==> config.mk <==
export PLATFORM = sky130hd
export DESIGN_NAME = flags_branch_unit
export DESIGN_NICKNAME = d
export VERILOG_FILES = /design/src/rtl/flags_branch_unit.sv
export SDC_FILE = /design/constraint.sdc
export NUM_CORES = 1
export LEC_CHECK = 0
export CELL_PAD_IN_SITES_DETAIL_PLACEMENT = 1
export CELL_PAD_IN_SITES_GLOBAL_PLACEMENT = 2
export CORE_ASPECT_RATIO = 1.4
export CORE_UTILIZATION = 26
export DETAILED_ROUTE_END_ITERATION = 12
export PLACE_DENSITY_LB_ADDON = 0.1
export SYNTH_ARGS = -nofsm -noshare
export SYNTH_HDL_FRONTEND = slang
export SYNTH_SLANG_ARGS = --single-unit
==> constraint.sdc <==
create_clock -name clk -period 2.1 [get_ports clk]
set_clock_uncertainty 0.05 [all_clocks]
set_input_delay 0.42 -clock clk [delete_from_list [all_inputs] [get_ports clk]]
set_output_delay 0.42 -clock clk [all_outputs]
set_load 0.005 [all_outputs]
==> src/rtl/flags_branch_unit.sv <==
// flags_branch_unit
//   Holds the architectural NZCV register, fed from the EX-stage ALU flags.
//   Resolves B, B.cond, CBZ and CBNZ in the decode stage.
//   Registers the decision into the IF-stage PC-redirect select.
//   With FLAG_BYPASS set, a B.cond directly behind a flag-setting instruction
//   reads the EX-stage flags in the same cycle, so it does not stall.
//
// Ports
//   clk, reset          rising-edge clock; asynchronous active-high reset
//   stall, flush        pipeline hold (blocks every register update) and ID squash
//   ex_valid/ex_setflags live EX instruction that writes flags
//   ex_z/ex_n/ex_c/ex_v ALU flag outputs
//   id_valid            live ID instruction
//   id_brtype           0/5-7 none, 1 B, 2 B.cond, 3 CBZ, 4 CBNZ
//   id_cond             condition code for B.cond
//   id_rt_zero          forwarded zero-detect of the CBZ/CBNZ register
//   nzcv                architectural flags {N,Z,C,V}
//   br_taken            combinational ID-stage decision
//   redirect            br_taken registered one cycle; drives IF PC select
//   flag_updates        wrapping count of flag writes (debug)
module flags_branch_unit #(
  parameter logic FLAG_BYPASS = 1'b1
) (
  input  logic       clk,
  input  logic       reset,
  input  logic       stall,
  input  logic       flush,
  input  logic       ex_valid,
  input  logic       ex_setflags,
  input  logic       ex_z,
  input  logic       ex_n,
  input  logic       ex_c,
  input  logic       ex_v,
  input  logic       id_valid,
  input  logic [2:0] id_brtype,
  input  logic [3:0] id_cond,
  input  logic       id_rt_zero,
  output logic [3:0] nzcv,
  output logic       br_taken,
  output logic       redirect,
  output logic [7:0] flag_updates
);

  localparam logic [2:0] BR_B    = 3'd1;
  localparam logic [2:0] BR_COND = 3'd2;
  localparam logic [2:0] BR_CBZ  = 3'd3;
  localparam logic [2:0] BR_CBNZ = 3'd4;

  logic [3:0] nzcv_q, nzcv_d;
  logic       redirect_q, redirect_d;
  logic [7:0] flag_updates_q, flag_updates_d;

  logic       ex_flag_wr;
  logic [3:0] ex_flags;
  logic [3:0] eff_flags;
  logic       f_n, f_z, f_c, f_v;
  logic       cond_pass;
  logic       br_taken_c;

  assign ex_flags   = {ex_n, ex_z, ex_c, ex_v};
  assign ex_flag_wr = ex_valid & ex_setflags;

  // The bypass ignores stall on purpose: a stalled cycle freezes redirect, so
  // the bypassed decision is never captured and has no visible effect.
  assign eff_flags = (FLAG_BYPASS && ex_flag_wr) ? ex_flags : nzcv_q;
  assign {f_n, f_z, f_c, f_v} = eff_flags;

  always_comb begin
    cond_pass = 1'b1;
    case (id_cond)
      4'd0:    cond_pass = f_z;
      4'd1:    cond_pass = ~f_z;
      4'd2:    cond_pass = f_c;
      4'd3:    cond_pass = ~f_c;
      4'd4:    cond_pass = f_n;
      4'd5:    cond_pass = ~f_n;
      4'd6:    cond_pass = f_v;
      4'd7:    cond_pass = ~f_v;
      4'd8:    cond_pass = f_c & ~f_z;
      4'd9:    cond_pass = ~f_c | f_z;
      4'd10:   cond_pass = (f_n == f_v);
      4'd11:   cond_pass = (f_n != f_v);
      4'd12:   cond_pass = ~f_z & (f_n == f_v);
      4'd13:   cond_pass = f_z | (f_n != f_v);
      default: cond_pass = 1'b1;  // AL and NV both always pass
    endcase
  end

  always_comb begin
    br_taken_c = 1'b0;
    if (id_valid && !flush) begin
      case (id_brtype)
        BR_B:    br_taken_c = 1'b1;
        BR_COND: br_taken_c = cond_pass;
        BR_CBZ:  br_taken_c = id_rt_zero;
        BR_CBNZ: br_taken_c = ~id_rt_zero;
        default: br_taken_c = 1'b0;
      endcase
    end
  end

  // flush does not gate the flag write: the EX instruction is older than ID.
  always_comb begin
    nzcv_d         = nzcv_q;
    flag_updates_d = flag_updates_q;
    if (ex_flag_wr && !stall) begin
      nzcv_d         = ex_flags;
      flag_updates_d = flag_updates_q + 8'd1;
    end
  end

  always_comb begin
    redirect_d = redirect_q;
    if (flush)       redirect_d = 1'b0;
    else if (!stall) redirect_d = br_taken_c;
  end

  always_ff @(posedge clk or posedge reset) begin
    if (reset) begin
      nzcv_q         <= 4'b0000;
      redirect_q     <= 1'b0;
      flag_updates_q <= 8'd0;
    end else begin
      nzcv_q         <= nzcv_d;
      redirect_q     <= redirect_d;
      flag_updates_q <= flag_updates_d;
    end
  end

  assign nzcv         = nzcv_q;
  assign br_taken     = br_taken_c;
  assign redirect     = redirect_q;
  assign flag_updates = flag_updates_q;

endmodule

==> qor.csv <==
metric;value;unit
# port buffers;32;
asr flop ratio synth;100;%
worst hold path class;flip-flop to flip-flop;
Top-Level Pins;33;
Routed Antenna Nets;0;
CTS Hold Bufs;0;
Psw;307;uW
power per standard cell area;657;nW/um2
core outline area;3150;um2
drt drc;0;
Die W;50.9;um
area delta synth->final;84.9;%
Int Power;749;uW
reg2reg start;nzcv[0]$_DFFE_PP0P_;
num rows;24;
Fillers;375;
failing checks;negative setup slack;
CTS root buf;clkbuf_8;
slew margin rel.;66.6;%
initial antenna violation count;0;
crit path DAT;1.91;ns
Max FO, Critical Path;3;
Reg2Reg Setup Slack;0.13;ns
Syn Inst Count;82;
WS Path Type;input pin to output port;
status;finished, violations left;
Post-synth EDFFs;0;
Seq cells post-synth;13;
Max Transition Viols Final;0;
Reg power frac;34.8;%
Worst Setup SP;ex_valid;
all-layer global routing usage;17.3;%
HP Start;flag_updates[7]$_DFFE_PP0P_;
sw frac;29.0;%
Synth Cell Area;870;um2
CTS max path bufs;2;
Sequential Area;325;um2
fin crit period;2.38;ns
first-pass GRT wire length;4.58;mm
fin nets;174;
Leak;0.725;nW
Overall Power;1.06;mW
WL per Instance;13.9;um
Least-Margin Pin Slew;0.501;ns
initial drt markers;12;
Worst setup EP type;output port;
grt total ovfl;0;
Routed WL;2.66;mm
worst skew pair latency;0.24;ns
syn_area_per_cell;10.6;um2
Max Freq;420;MHz
Critical Path Start Type;input pin;
Die H;70.4;um
setup ws final;-0.281;ns
Clk pwr share;20.9;%
Core Util, Final;51.0;%
Final setup viols;1;
via count;894;
vias in the first global route;1061;
TritonCTS Sinks;13;
gpl congestion;0.725;
VDD IR-drop max;0.571;mV
starting density of the core;27.6;%
synth unique cells;36;
Initial DRT Pass Iterations;4;
Detailed Place HPWL;2.04;mm
hold path endpoint;flag_updates[7]$_DFFE_PP0P_;
Ant. Diodes;0;
share of post-route cells with drive strength above 1;45.1;%
Critical Path RT;1.63;ns
R2R Path End;redirect$_DFFE_PP0P_;
crit share post-route;113;%
Synth Warn #;0;
RSZ-0062 raised after global routing;yes;
pre-CTS WS;-1.21;ns
multi-input logic area;586;um2
Hold Fails Final Rpt;0;
Clock transition at path regs;0.05;ns
Via density;4.66;
Die ar.;3580;um2
CTS tree;built;
Gate power share;44.3;%
worst r2r path cells;7;
largest net degree at the start of global routing;14;
CTS Buf Count;3;
H-Tree Depth;1;
maxcap violations;0;
Min-Delay Path Depth;1;
register area share after synthesis;37.4;%
Main synth FF type;dfrtp_1;
synthesized net count;102;
[flip-flops by register name (all words and copies together) (netlist names)]
register	cells
nzcv	4
redirect	1
flag_updates	8
[stage by stage]
stage          setup TNS, ns  area (um2)  hold slack [ns]  instances
2_1_floorplan              0         870            0.247         82
3_3_place_gp           -1.57        1440            0.412        179
3_5_place_dp           -1.71        1440            0.415        179
4_1_cts               -0.287        1610            0.423        192
5_1_grt               -0.348        1610            0.447        192
6_report              -0.281        1610            0.417        192
[layout make-up]
cell class,instances,share of cell area [%]
Clock buffer,4,2.80
Sequential cell,13,20.2
Multi-Input combinational cell,65,36.4
Tap cell,39,3.04
Inverter,2,0.467
Timing Repair Buffer,69,37.0
[cell usage in the layout, fill, tap and decap left out, drive strengths merged, types with 4 or more instances in the layout]
cell / count
mux2: 5
dfrtp: 13
xor2: 4
clkdlybuf4s15: 7
nand2: 7
clkbuf: 4
xnor2: 7
buf: 42
clkdlybuf4s50: 18
nor2: 5
[worst max-delay path by stage]
| stage | end | slack (ns) |
|---|---|---|
| detailed placement | br_taken | -1.21 |
| CTS | br_taken | -0.29 |
| floorplan | br_taken | 0.03 |
| finish | br_taken | -0.28 |
| global route | br_taken | -0.35 |
| global placement | br_taken | -1.15 |
[Yosys cell counts, types with 2 or more instances]
library cell  number  area, um2
dfrtp_1           13        325
nand3b_1           2       15.0
a211oi_1           2       15.0
xor2_1             4       35.0
nor2_1             5       18.8
mux2_2             5       56.3
inv_1              2       7.51
and3b_1            2       17.5
nand3_1            2       10.0
nand2_1            6       22.5
a31oi_1            2       12.5
nand4_1            2       12.5
xnor2_1            7       61.3
mux2i_1            2       20.0
nor3_1             3       15.0
a21oi_1            3       15.0
[power groups by stage]
stage	registers [mW]	clock network, mW	logic, mW
6_report	0.367	0.221	0.468
4_1_cts	0.368	0.230	0.475
3_5_place_dp	0.371	0	0.413
2_1_floorplan	0.374	0	0.153
3_3_place_gp	0.370	0	0.406
5_1_grt	0.376	0.235	0.515
[per-layer routing]
| metal | up-vias | GRT usage [%] | wire [um] |
|---|---|---|---|
| met1 | 424 | 17.8 | 978 |
| met2 | 24 | 30.8 | 1500 |
| li1 | 440 | - | - |
| met5 | - | 0 | 0 |
| met4 | 0 | 10.8 | 63 |
| met3 | 6 | 3.27 | 122 |
[critical path: stages]
cell and delay, ns:
clkdlybuf4s15_2 0.22, buf_4 0.14, and3_1 0.16, a211o_1 0.30
a31oi_2 0.22, nor2_1 0.08, a211oi_2 0.23, buf_2 0.14
[logic make-up after synthesis]
| kind of cell | share of synthesized area (%) |
|---|---|
| AND/OR/NAND/NOR | 19.3 |
| AO/OA/AOI/OAI | 11.8 |
| flip-flops | 37.4 |
| XOR/XNOR | 13.7 |
| multiplexers | 14.4 |
| buffers and inverters | 2.01 |
| adder cells (fa/ha/maj) | 1.44 |
[repair_timing]
action                     4_1_cts  5_1_grt
resized for setup               57        0
pin swaps                       12        3
setup endpoints to repair        2        2
setup buffers                   13        2
cloned                           0        0
(Power assumes the default switching activity.)
